## src/rtl/mult_host_driver_if.sv

```systemverilog
// ---------------------------------------------------------------------------
// mult_host_driver_if
//   Pin-level bus between the host-side driver and the nibble-serial
//   multiplier tile.
//
//   dut_data   [3:0]  nibble presented to the tile data pins
//   dut_valid         strobe; one long pulse per nibble
//   dut_toggle        byte select for the result bus (0 = low, 1 = high)
//   dut_in     [7:0]  result byte returned by the tile
//
//   master : the driver (drives data/valid/toggle, reads dut_in)
//   slave  : the multiplier tile (reads data/valid/toggle, drives dut_in)
// ---------------------------------------------------------------------------
interface mult_host_driver_if;
  logic [3:0] dut_data;
  logic       dut_valid;
  logic       dut_toggle;
  logic [7:0] dut_in;

  modport master (
    output dut_data,
    output dut_valid,
    output dut_toggle,
    input  dut_in
  );

  modport slave (
    input  dut_data,
    input  dut_valid,
    input  dut_toggle,
    output dut_in
  );
endinterface

```

## src/rtl/mult_host_driver.sv

```systemverilog
// ---------------------------------------------------------------------------
// mult_host_driver
//   Host-side initiator for the nibble-serial multiplier tile. Sends two
//   8-bit operands as four nibbles (op_a hi, op_a lo, op_b hi, op_b lo) with
//   one long valid pulse each, then reads the 16-bit product back as two
//   bytes using the byte-select toggle.
//
//   clk            system clock, rising edge
//   reset          synchronous, active-high
//   start          transaction request, only looked at while idle
//   op_a, op_b     operands, captured when start is accepted
//   busy           high from the cycle after acceptance through the done cycle
//   done           one-cycle pulse when result is updated
//   result [15:0]  {high byte, low byte} as read from the tile
//   bus            master side of mult_host_driver_if
// ---------------------------------------------------------------------------
module mult_host_driver #(
  parameter int SETTLE_CYCLES = 4,
  parameter int HOLD_CYCLES   = 1536,
  parameter int GAP_CYCLES    = 1536,
  parameter int CNT_W         = 12
) (
  input  logic                    clk,
  input  logic                    reset,
  input  logic                    start,
  input  logic [7:0]              op_a,
  input  logic [7:0]              op_b,
  output logic                    busy,
  output logic                    done,
  output logic [15:0]             result,
  mult_host_driver_if.master      bus
);

  typedef enum logic [2:0] {
    ST_IDLE    = 3'd0,
    ST_SETUP   = 3'd1,
    ST_HIGH    = 3'd2,
    ST_LOW     = 3'd3,
    ST_READ_LO = 3'd4,
    ST_READ_HI = 3'd5,
    ST_DONE    = 3'd6
  } state_t;

  // Terminal counts of the shared phase counter; a phase ends when the
  // counter reaches its parameter minus one.
  localparam logic [CNT_W-1:0] SETTLE_LAST = CNT_W'(SETTLE_CYCLES - 1);
  localparam logic [CNT_W-1:0] HOLD_LAST   = CNT_W'(HOLD_CYCLES - 1);
  localparam logic [CNT_W-1:0] GAP_LAST    = CNT_W'(GAP_CYCLES - 1);

  state_t           state_r;
  state_t           next_state_s;
  logic [CNT_W-1:0] cnt_r;
  logic [1:0]       idx_r;
  // Nibbles still to be sent after the one currently on dut_data.
  logic [11:0]      pend_r;
  logic [7:0]       res_lo_r;

  logic             busy_r;
  logic             done_r;
  logic [15:0]      result_r;
  logic [3:0]       data_r;
  logic             valid_r;
  logic             toggle_r;

  logic             settle_end_s;
  logic             hold_end_s;
  logic             gap_end_s;
  logic             load_s;
  logic             advance_s;
  logic             cap_lo_s;
  logic             cap_hi_s;
  logic             busy_s;
  logic             valid_s;
  logic             toggle_s;
  logic             done_s;

  assign settle_end_s = (cnt_r == SETTLE_LAST);
  assign hold_end_s   = (cnt_r == HOLD_LAST);
  assign gap_end_s    = (cnt_r == GAP_LAST);

  // Next-state decode plus the one-cycle datapath strobes and the values
  // the output registers take at the coming edge.
  always_comb begin
    next_state_s = state_r;
    load_s       = 1'b0;
    advance_s    = 1'b0;
    cap_lo_s     = 1'b0;
    cap_hi_s     = 1'b0;
    case (state_r)
      ST_IDLE: begin
        if (start) begin
          next_state_s = ST_SETUP;
          load_s       = 1'b1;
        end else begin
          next_state_s = ST_IDLE;
        end
      end
      ST_SETUP: begin
        if (settle_end_s) begin
          next_state_s = ST_HIGH;
        end else begin
          next_state_s = ST_SETUP;
        end
      end
      ST_HIGH: begin
        if (hold_end_s) begin
          next_state_s = ST_LOW;
        end else begin
          next_state_s = ST_HIGH;
        end
      end
      ST_LOW: begin
        if (gap_end_s) begin
          if (idx_r == 2'd3) begin
            next_state_s = ST_READ_LO;
          end else begin
            next_state_s = ST_SETUP;
            advance_s    = 1'b1;
          end
        end else begin
          next_state_s = ST_LOW;
        end
      end
      ST_READ_LO: begin
        if (settle_end_s) begin
          next_state_s = ST_READ_HI;
          cap_lo_s     = 1'b1;
        end else begin
          next_state_s = ST_READ_LO;
        end
      end
      ST_READ_HI: begin
        if (settle_end_s) begin
          next_state_s = ST_DONE;
          cap_hi_s     = 1'b1;
        end else begin
          next_state_s = ST_READ_HI;
        end
      end
      ST_DONE: begin
        next_state_s = ST_IDLE;
      end
      default: begin
        next_state_s = ST_IDLE;
      end
    endcase

    // Outputs are registered from the next state so they line up with the
    // state they belong to.
    busy_s   = (next_state_s != ST_IDLE);
    valid_s  = (next_state_s == ST_HIGH);
    toggle_s = (next_state_s == ST_READ_HI);
    done_s   = (next_state_s == ST_DONE);
  end

  // State register and phase counter; the counter restarts on every state
  // entry and stays parked at zero while idle.
  always_ff @(posedge clk) begin
    if (reset) begin
      state_r <= ST_IDLE;
      cnt_r   <= '0;
    end else begin
      state_r <= next_state_s;
      if ((next_state_s != state_r) || (state_r == ST_IDLE)) begin
        cnt_r <= '0;
      end else begin
        cnt_r <= cnt_r + CNT_W'(1);
      end
    end
  end

  // Operand shifting, nibble index, result capture and output registers.
  always_ff @(posedge clk) begin
    if (reset) begin
      idx_r    <= 2'd0;
      pend_r   <= 12'h000;
      res_lo_r <= 8'h00;
      busy_r   <= 1'b0;
      done_r   <= 1'b0;
      result_r <= 16'h0000;
      data_r   <= 4'h0;
      valid_r  <= 1'b0;
      toggle_r <= 1'b0;
    end else begin
      if (load_s) begin
        idx_r  <= 2'd0;
        data_r <= op_a[7:4];
        pend_r <= {op_a[3:0], op_b};
      end else if (advance_s) begin
        idx_r  <= idx_r + 2'd1;
        data_r <= pend_r[11:8];
        pend_r <= {pend_r[7:0], 4'h0};
      end else begin
        idx_r  <= idx_r;
        data_r <= data_r;
        pend_r <= pend_r;
      end

      if (cap_lo_s) begin
        res_lo_r <= bus.dut_in;
      end else begin
        res_lo_r <= res_lo_r;
      end

      // The high byte goes straight into result together with the stored
      // low byte, so result changes exactly on the edge that raises done.
      if (cap_hi_s) begin
        result_r <= {bus.dut_in, res_lo_r};
      end else begin
        result_r <= result_r;
      end

      busy_r   <= busy_s;
      done_r   <= done_s;
      valid_r  <= valid_s;
      toggle_r <= toggle_s;
    end
  end

  assign busy           = busy_r;
  assign done           = done_r;
  assign result         = result_r;
  assign bus.dut_data   = data_r;
  assign bus.dut_valid  = valid_r;
  assign bus.dut_toggle = toggle_r;

endmodule
```

## src/flat_wrapper.sv

```systemverilog
// flat-port wrapper written by rule: the top's interface ports become plain ports
module mult_host_driver_flat 
#(
  parameter int SETTLE_CYCLES = 4,
  parameter int HOLD_CYCLES   = 1536,
  parameter int GAP_CYCLES    = 1536,
  parameter int CNT_W         = 12
)
  (clk, reset, start, op_a, op_b, busy, done, result, bus_dut_data, bus_dut_valid, bus_dut_toggle, bus_dut_in);
  mult_host_driver_if bus_i ();
  input  logic clk;
  input  logic reset;
  input  logic start;
  input  logic [7:0] op_a;
  input  logic [7:0] op_b;
  output logic busy;
  output logic done;
  output logic [15:0] result;
  output wire logic [$bits(bus_i.dut_data)-1:0] bus_dut_data;
  output wire logic [$bits(bus_i.dut_valid)-1:0] bus_dut_valid;
  output wire logic [$bits(bus_i.dut_toggle)-1:0] bus_dut_toggle;
  input wire logic [$bits(bus_i.dut_in)-1:0] bus_dut_in;
  assign bus_dut_data = bus_i.dut_data;
  assign bus_dut_valid = bus_i.dut_valid;
  assign bus_dut_toggle = bus_i.dut_toggle;
  assign bus_i.dut_in = bus_dut_in;
  mult_host_driver #(.SETTLE_CYCLES(SETTLE_CYCLES), .HOLD_CYCLES(HOLD_CYCLES), .GAP_CYCLES(GAP_CYCLES), .CNT_W(CNT_W)) u_core (.clk(clk), .reset(reset), .start(start), .op_a(op_a), .op_b(op_b), .busy(busy), .done(done), .result(result), .bus(bus_i));
endmodule
```

## config.mk

```make
export PLATFORM = sky130hd
export DESIGN_NAME = mult_host_driver_flat
export DESIGN_NICKNAME = d
export VERILOG_FILES = /design/src/rtl/mult_host_driver_if.sv /design/src/rtl/mult_host_driver.sv /design/src/flat_wrapper.sv
export SDC_FILE = /design/constraint.sdc
export NUM_CORES = 1
export LEC_CHECK = 0
export BUFFER_PORTS_ARGS = -buffer_cell sky130_fd_sc_hd__buf_4
export CORE_UTILIZATION = 55
export DETAILED_ROUTE_END_ITERATION = 8
export PLACE_DENSITY = 0.79
export SLEW_MARGIN = 20
export SYNTH_ARGS = -nofsm -noshare
export SYNTH_HDL_FRONTEND = slang
export SYNTH_SLANG_ARGS = --single-unit
```

## constraint.sdc

```tcl
create_clock -name clk -period 2.4 [get_ports clk]
set_clock_uncertainty 0.2 [all_clocks]
set_input_delay 0.36 -clock clk [delete_from_list [all_inputs] [get_ports clk]]
set_output_delay 0.36 -clock clk [all_outputs]
set_load 0.01 [all_outputs]
```

==> results of run 1 <==
[worst max-delay path, stage by stage (launching register included)]
cell	delay [ps]
dfxtp_1	370
ha_1	210
and3_1	420
nand4_4	290
buf_4	300
nor3_1	210
a2111oi_2	90
[state kept, by name, indices dropped and copies added, names as in the netlist, 2 cells and up]
register             cells
u_core.result           16
u_core.cnt_r            12
u_core.pend_r           12
u_core.res_lo_r          8
u_core.bus.dut_data      4
u_core.state_r           3
u_core.idx_r             2
[per-stage QoR]
step	utilization	area (sq um)	hold slack, ps	total power [uW]
after floorplan	-	2749	244.5	1192
after detailed placement	0.6545	3112	258.1	1264
after global routing	0.7050	3352	71.26	2421
after global placement	0.6545	3112	254.8	1260
after CTS	0.7050	3352	62.27	2356
final	0.7050	3352	67.23	2341
[final cells by class]
type,instances,area [sq um]
flip-flops and latches,61,1221
fillers,384,1403
clock buffers,12,145.1
inverters,2,7.507
well taps,67,83.83
clock inverters,4,95.09
repair buffers,59,442.9
multi-input cells,218,1356
[cells in the mapped netlist (7+ instances only)]
library cell,n,area [sq um]
dfxtp_1,61,1221
nand3_1,34,170.2
a21oi_1,30,150.1
nor2_1,25,93.84
o21ai_0,25,125.1
nor3_1,24,120.1
clkbuf_1,10,37.54
xor2_1,9,78.83
a2111oi_2,8,120.1
buf_2,8,40.04
nand2_1,8,30.03
nor3b_1,8,60.06
buf_4,7,52.55
[routing by layer]
layer  global-route usage  up-vias  part of all wire
li1                     -     1205                 -
met1               0.3115     1149              0.44
met2               0.4195       75              0.49
met3              0.04558        8             0.057
met4               0.1242        0             0.014
met5                    0        -                 0
[cells by family (layout without fill, tap and decap cells)]
| kind of cell | count (synthesis) | in the layout | share of synthesized area |
|---|---|---|---|
| AOI/OAI and AO/OA | 72 | 72 | 0.1707 |
| xor gates and xnor gates | 11 | 11 | 0.03505 |
| adders and majority gates | 2 | 2 | 0.009102 |
| buffers and inverters | 30 | 77 | 0.06236 |
| DFF | 61 | 61 | 0.4442 |
| muxes | 2 | 2 | 0.007283 |
| and+or+nand+nor | 131 | 131 | 0.2713 |
[final timing paths]
check                                         to  cells after the start          startpoint  slack [ps]
worst min register to register  u_core.result[2]                      2  u_core.res_lo_r[2]         270
worst min-delay path            u_core.pend_r[0]                      3             op_b[0]          70
worst max-delay path            u_core.pend_r[8]                      6     u_core.cnt_r[0]         190
worst max register to register  u_core.pend_r[8]                      6     u_core.cnt_r[0]         190
[power by group through the flow]
stage	clock network, uW	registers [uW]	logic (uW)
after floorplan	0	1070	117
after global placement	0	1080	184
after detailed placement	0	1080	187
after CTS	1110	1050	189
after global routing	1160	1060	208
final	1100	1050	188
==> impl_metrics.tcl, run 1 <==
set metrics [dict create \
    antenna_left 0 \
    cp_data_arrival_time_ps 2210 \
    clk_latency_ps 340 \
    place.detailed.hpwl_microns 3920 \
    seq_power_share 0.451 \
    end_kind "flip-flop" \
    ir_drop_mv 0.3775 \
    wl_microns 6159 \
    cts_tree "built" \
    synth_cell_types 40 \
    final_common_cell "dfxtp_1" \
    slew_headroom 0.6369 \
    period_share 0.9213 \
    seq_area_frac_synth 0.4442 \
    routedWlPerCell_microns 14.56 \
    clockRootBuffer "clkbuf_8" \
    clock_power_share 0.469 \
    clockBufferDepth 2 \
    grt_pass1_vias 2275 \
    cts_resized 0 \
    crit_fanout 17 \
    core_sq_mm 0.004755 \
    layout_common_cells "dfxtp_1, buf_4, nand3_1" \
    dpl_worst_slack_ps 223.8 \
    cts_made_buffers 9 \
    avgSynthCellArea_sq_um 8.896 \
    die_area_sq_mm 0.005285 \
    drv_cap 0 \
    setup_viol_count_final 0 \
    post_cts_buffers 0 \
    p_sw_uw 502.5 \
    clk_pin_slew_ps 70 \
    first_pass_iters 5 \
    worstSetupPathType "reg -> reg" \
    async_reset_ff_frac 0 \
    p_comb_frac 0.080 \
    synth-seq-cells 61 \
    yosysWarnings 0 \
    fin_ws_ps 188.9 \
    grt_setup_unrepaired "no" \
    start_util 0.5782 \
    p_leak_uw 0.001292 \
    outcome "complete, no violations" \
    drcViolationCount 0 \
    die_w_microns 72.70 \
    antenna_found_initial 0 \
    grt_max_degree 50 \
    num_io_pins 51 \
    grt_usage 0.2510 \
    synthCells 309 \
    cp.required_ps 2400 \
    areaGrowthSynthToFinish_pct 21.94 \
    die_h_microns 72.70 \
    swShare 0.2147 \
    grt_pass1_wl_microns 10280 \
    dp_cells 407 \
    finalCriticalPeriod_ps 2211 \
    slew_viol_final 0 \
    clock-sinks 61 \
    gp_congestion 0.7979 \
    cellPowerDensity_mw_per_mm2 698.3 \
    setup_tns_ps 0 \
    rows 25 \
    drt_iter0_drc 182 \
    antennaDiodeCount 0 \
    netlist_area_sq_mm 0.002749 \
    start_kind "flip-flop" \
    h-tree-depth 3 \
    hold_buffers 0 \
    io_buffers 50 \
    grt-ovfl-total 0 \
    worstMarginPinSlew_ps 544.7 \
    final_nets 380 \
    vias_per_cell 5.761 \
    fmax_mhz 452.3 \
    stdcell_count 423 \
    p_int_uw 1838 \
    report.final.hold_viol_count 0 \
    synth_nets 338 \
    synth_enable_flop_cells 0 \
    drive_gt1_frac 0.2444 \
    synth_ff_type "dfxtp_1" \
    hp-class "in -> reg" \
    vias 2437 \
]
(Power assumes the default switching activity.)
==> run 2: changes to the inputs <==
Settings changed: BUFFER_PORTS_ARGS -buffer_cell sky130_fd_sc_hd__buf_4 to unset, CORE_UTILIZATION 55 to 60, DONT_BUFFER_PORTS set to 1, PLACE_DENSITY 0.79 to 0.76.
==> impl_metrics.tcl, run 2 (synthesized netlist as in run 1, its figures left out) <==
set metrics [dict create \
    period_share 0.9229 \
    worstMarginPinSlew_ps 533.8 \
    drv_cap 0 \
    end_kind "flip-flop" \
    placed_area_sq_mm 0.002725 \
    hp-start "op_a[5]" \
    num_io_pins 51 \
    fmax_mhz 451.5 \
    core_sq_mm 0.004384 \
    layout_common_cells "dfxtp_1, nand3_1, a21oi_1" \
    finalCriticalPeriod_ps 2215 \
    slew_headroom 0.6442 \
    wl_met2_microns 2671 \
    route.met3.wl_microns 306 \
    antenna_left 0 \
    start_kind "flip-flop" \
    report.final.hold_viol_count 0 \
    clockBufferDepth 2 \
    rr_startpoint "u_core.cnt_r[0]" \
    setup_viol_count_final 0 \
    clk_pin_slew_ps 70 \
    clk_latency_ps 340 \
    p_leak_uw 0.001107 \
    routedWlPerCell_microns 15.12 \
    die_h_microns 69.69 \
    cellPowerDensity_mw_per_mm2 714.0 \
    wl_microns 5684 \
    first_pass_iters 4 \
    maxUsedRoutingLayer "met4" \
    r2r_end "u_core.pend_r[4]" \
    worstSetupPathType "reg -> reg" \
    antenna_found_initial 0 \
    routedLengthMet1_microns 2640 \
    ir_drop_mv 0.5239 \
    finish.instance_area_sq_mm 0.003128 \
    setup_tns_ps 0 \
    cp.required_ps 2420 \
    die_w_microns 69.69 \
    crit_fanout 19 \
    outcome "complete, no violations" \
    clock-sinks 61 \
    crit_start "u_core.cnt_r[0]" \
    grt_pass1_wl_microns 9597 \
    drcViolationCount 0 \
    hp-class "in -> reg" \
    gp_congestion 0.7650 \
    grt_setup_unrepaired "no" \
    cp-endpoint "u_core.pend_r[4]" \
    reg2regPathDepth 6 \
    rows 24 \
    grt-ovfl-total 0 \
    place.detailed.hpwl_microns 3577 \
    grt_max_degree 50 \
    areaGrowthSynthToFinish_pct 13.79 \
    cp_data_arrival_time_ps 2240 \
    rrSetupSlack_ps 180 \
    hold_buffers 17 \
    post_cts_buffers 0 \
    h-tree-depth 3 \
    final_common_cell "dfxtp_1" \
    drt_iter0_drc 169 \
    final_nets 348 \
    vias 2281 \
    start_util 0.6270 \
    largest_register_ffs 16 \
    slew_viol_final 0 \
    cts_resized 0 \
    grt_pass1_vias 2152 \
    grt_usage 0.2468 \
    clockRootBuffer "clkbuf_8" \
    cts_tree "built" \
    drive_gt1_frac 0.1265 \
    final_core_util 0.7135 \
    io_buffers 0 \
    antennaDiodeCount 0 \
    die_area_sq_mm 0.004856 \
    vias_per_cell 6.066 \
    cts_made_buffers 9 \
]
run 2: cell count changes in the layout (fill, tap and decap cells not counted), moves of 2 or more:
| cell | change |
|---|---|
| buf_4 | -49 |
| clkbuf_1 | -2 |
| clkinv_4 | +2 |
| dlygate4sd3_1 | +16 |
run 2: cell type report:
cell class,instances,area (sq um)
sequential,61,1221
inverter,2,7.507
clock buffer,9,123.9
tap,52,65.06
timing repair buffer,27,255.2
clock inverter,7,98.84
fill,342,1256
multi-input combinational,218,1356
run 2: report_power, final:
part	total, uW	internal [uW]	switching [uW]	leakage (uW)
Sequential	1060	1040	21.0	0.000495
Clock	1020	589	426	0.000110
Combinational	159	67.0	92.3	0.000502
run 2: critical path, cell delays in order (launching register included):
cell	delay [ps]
dfxtp_1	370
ha_1	210
and3_1	390
nand4_4	340
buf_4	310
nor3_1	200
a2111oi_2	80
run 2: worst min path at each step:
stage | endpoint | slack [ps] | depth (start not counted)
2_1_floorplan | u_core.result[0] | 240 | 2
3_3_place_gp | u_core.pend_r[7] | 230 | 1
3_5_place_dp | u_core.pend_r[10] | 240 | 1
4_1_cts | u_core.bus.dut_data[1] | 7 | 2
5_1_grt | u_core.bus.dut_data[1] | 30 | 2
6_report | u_core.bus.dut_data[1] | 20 | 2
run 2: through the flow:
step / cells / power [uW] / hold WS [ps] / worst slack [ps]
finish: 376 / 2233 / 18.34 / 184.9
global route: 376 / 2314 / 26.97 / 6.186
CTS: 376 / 2256 / 7.213 / 200.0
detailed placement: 343 / 1202 / 235.2 / 220.3
global placement: 343 / 1199 / 233.9 / 291.9
floorplan: 309 / 1192 / 244.5 / 561.7
run 2: metal layers:
| metal | global-route usage | up-vias |
|---|---|---|
| met5 | 0 | - |
| met4 | 0.09333 | 0 |
| met3 | 0.09448 | 8 |
| met2 | 0.3937 | 60 |
| met1 | 0.3022 | 1065 |
| li1 | - | 1148 |
==> run 3: changes to the inputs <==
Settings changed: CTS_BUF_LIST set to sky130_fd_sc_hd__clkbuf_16.
Clock period 2.4 ns to 2.5 ns, I/O delays scaled along.
==> impl_metrics.tcl, run 3 (synthesized netlist as in run 1, its figures left out) <==
set metrics [dict create \
    outcome "complete, no violations" \
    drcViolationCount 0 \
    drt_iter0_drc 116 \
    rr_startpoint "u_core.cnt_r[0]" \
    wl_microns 5937 \
    grt_pass1_vias 2186 \
    start_kind "flip-flop" \
    antenna_found_initial 0 \
    grt_max_degree 49 \
    core_sq_mm 0.004384 \
    report.final.hold_viol_count 0 \
    setup_tns_ps 0 \
    num_io_pins 51 \
    period_share 0.9518 \
    r2r_end "u_core.pend_r[1]" \
    cts_tree "built" \
    largest_register_ffs 16 \
    io_buffers 0 \
    crit_fanout 29 \
    routedWlPerCell_microns 16.09 \
    first_pass_iters 4 \
    clk_pin_slew_ps 50 \
    clk_latency_ps 320 \
    slew_viol_final 0 \
    antenna_left 0 \
    final_nets 341 \
    h-tree-depth 3 \
    final_common_cell "dfxtp_1" \
    end_kind "flip-flop" \
    final_core_util 0.7209 \
    cp.required_ps 2510 \
    rrSetupSlack_ps 120 \
    antennaDiodeCount 0 \
    critPathBufInv 2 \
    hp-class "in -> reg" \
    gp_congestion 0.8067 \
    hp-start "bus_dut_in[1]" \
    min_path_cells 2 \
    slew_headroom 0.6299 \
    rows 24 \
    worstSetupPathType "reg -> reg" \
    grt-ovfl-total 0 \
    crit_start "u_core.cnt_r[0]" \
    clockBufferDepth 2 \
    clockRootBuffer "clkbuf_16" \
    seq_area_sq_mm 0.001221 \
    die_w_microns 69.69 \
    reg2regPathDepth 7 \
    slowest_delay_ps 570 \
    crit_path_top_delay_cell "dlygate4sd3_1" \
    layout_common_cells "dfxtp_1, nand3_1, a21oi_1" \
    clock-sinks 61 \
    die_h_microns 69.69 \
    place.detailed.hpwl_microns 3605 \
    whs_endpoint "u_core.result[9]" \
    drive_gt1_frac 0.1199 \
    drv_cap 0 \
    areaGrowthSynthToFinish_pct 14.97 \
    n_fill_cell 334 \
    ir_drop_mv 0.5216 \
    crit_path_cell_trace "ha_1 -> and3_1 -> nand4_4 -> buf_6 -> nand3_1 -> a21oi_1 -> dlygate4sd3_1" \
    vias 2334 \
    cp_data_arrival_time_ps 2390 \
    setup_viol_count_final 0 \
    fmax_mhz 420.3 \
    finalCriticalPeriod_ps 2380 \
    grt_pass1_wl_microns 9936 \
    fin_total_pwr_uw 2458 \
    multiInputGateArea_sq_mm 0.001356 \
    grt_usage 0.2564 \
    die_area_sq_mm 0.004856 \
    vias_per_cell 6.325 \
    cellPowerDensity_mw_per_mm2 777.8 \
    cts_made_buffers 9 \
    worstMarginPinSlew_ps 555.2 \
    start_util 0.6270 \
    grt_setup_unrepaired "no" \
    crit_family "buffers and inverters" \
    p_leak_uw 0.001131 \
]
[run 3: timing repair]
action,CTS,global route
setup buffers,0,0
endpoints found under the hold margin,49,0
setup endpoints to repair,0,1
hold buffers,12,0
gates resized for setup,0,1
[run 3: cell type report]
type,count,share of cell area
inverter,2,0.002375
timing repair buffer,20,0.06136
clock inverter,7,0.02890
multi-input combinational,218,0.4291
clock buffer,9,0.07126
sequential,61,0.3864
tap,52,0.02059
[run 3: how the worst max path moves through the flow]
stage	end	slack (ps)	depth (start not counted)
2_1_floorplan	u_core.result[10]	660	6
3_3_place_gp	u_core.pend_r[6]	440	6
3_5_place_dp	u_core.pend_r[5]	400	6
4_1_cts	u_core.pend_r[1]	90	7
5_1_grt	u_core.pend_r[1]	4	7
6_report	u_core.pend_r[1]	120	7
[run 3: metrics by stage]
stage / worst slack, ps / instances / instance area (sq um) / hold WS [ps]
floorplan: 661.7 / 309 / 2749 / 244.5
global placement: 442.9 / 341 / 2710 / 248.6
detailed placement: 401.2 / 341 / 2710 / 251.4
CTS: 88.69 / 369 / 3157 / 1.226
global route: 4.430 / 369 / 3161 / 3.072
finish: 120.5 / 369 / 3161 / 6.061
[run 3: layer usage]
layer	wire length [microns]	vias up	share of wire	track usage
met5	0	-	0	0
met4	132	0	0.022	0.1200
met3	340	14	0.057	0.09012
met2	2910	63	0.49	0.4045
met1	2553	1123	0.43	0.3133
li1	-	1134	-	-
[run 3: report_power, final]
group / switching, uW / internal [uW]
registers: 20.1 / 998
logic: 88.6 / 57.7
clock network: 427 / 867
total: 535 / 1920
[run 3: worst reg2reg max path, cell delays in order (launching register included)]
cell	delay (ps)
dfxtp_1	360
ha_1	200
and3_1	390
nand4_4	140
buf_6	210
nand3_1	110
a21oi_1	80
dlygate4sd3_1	570
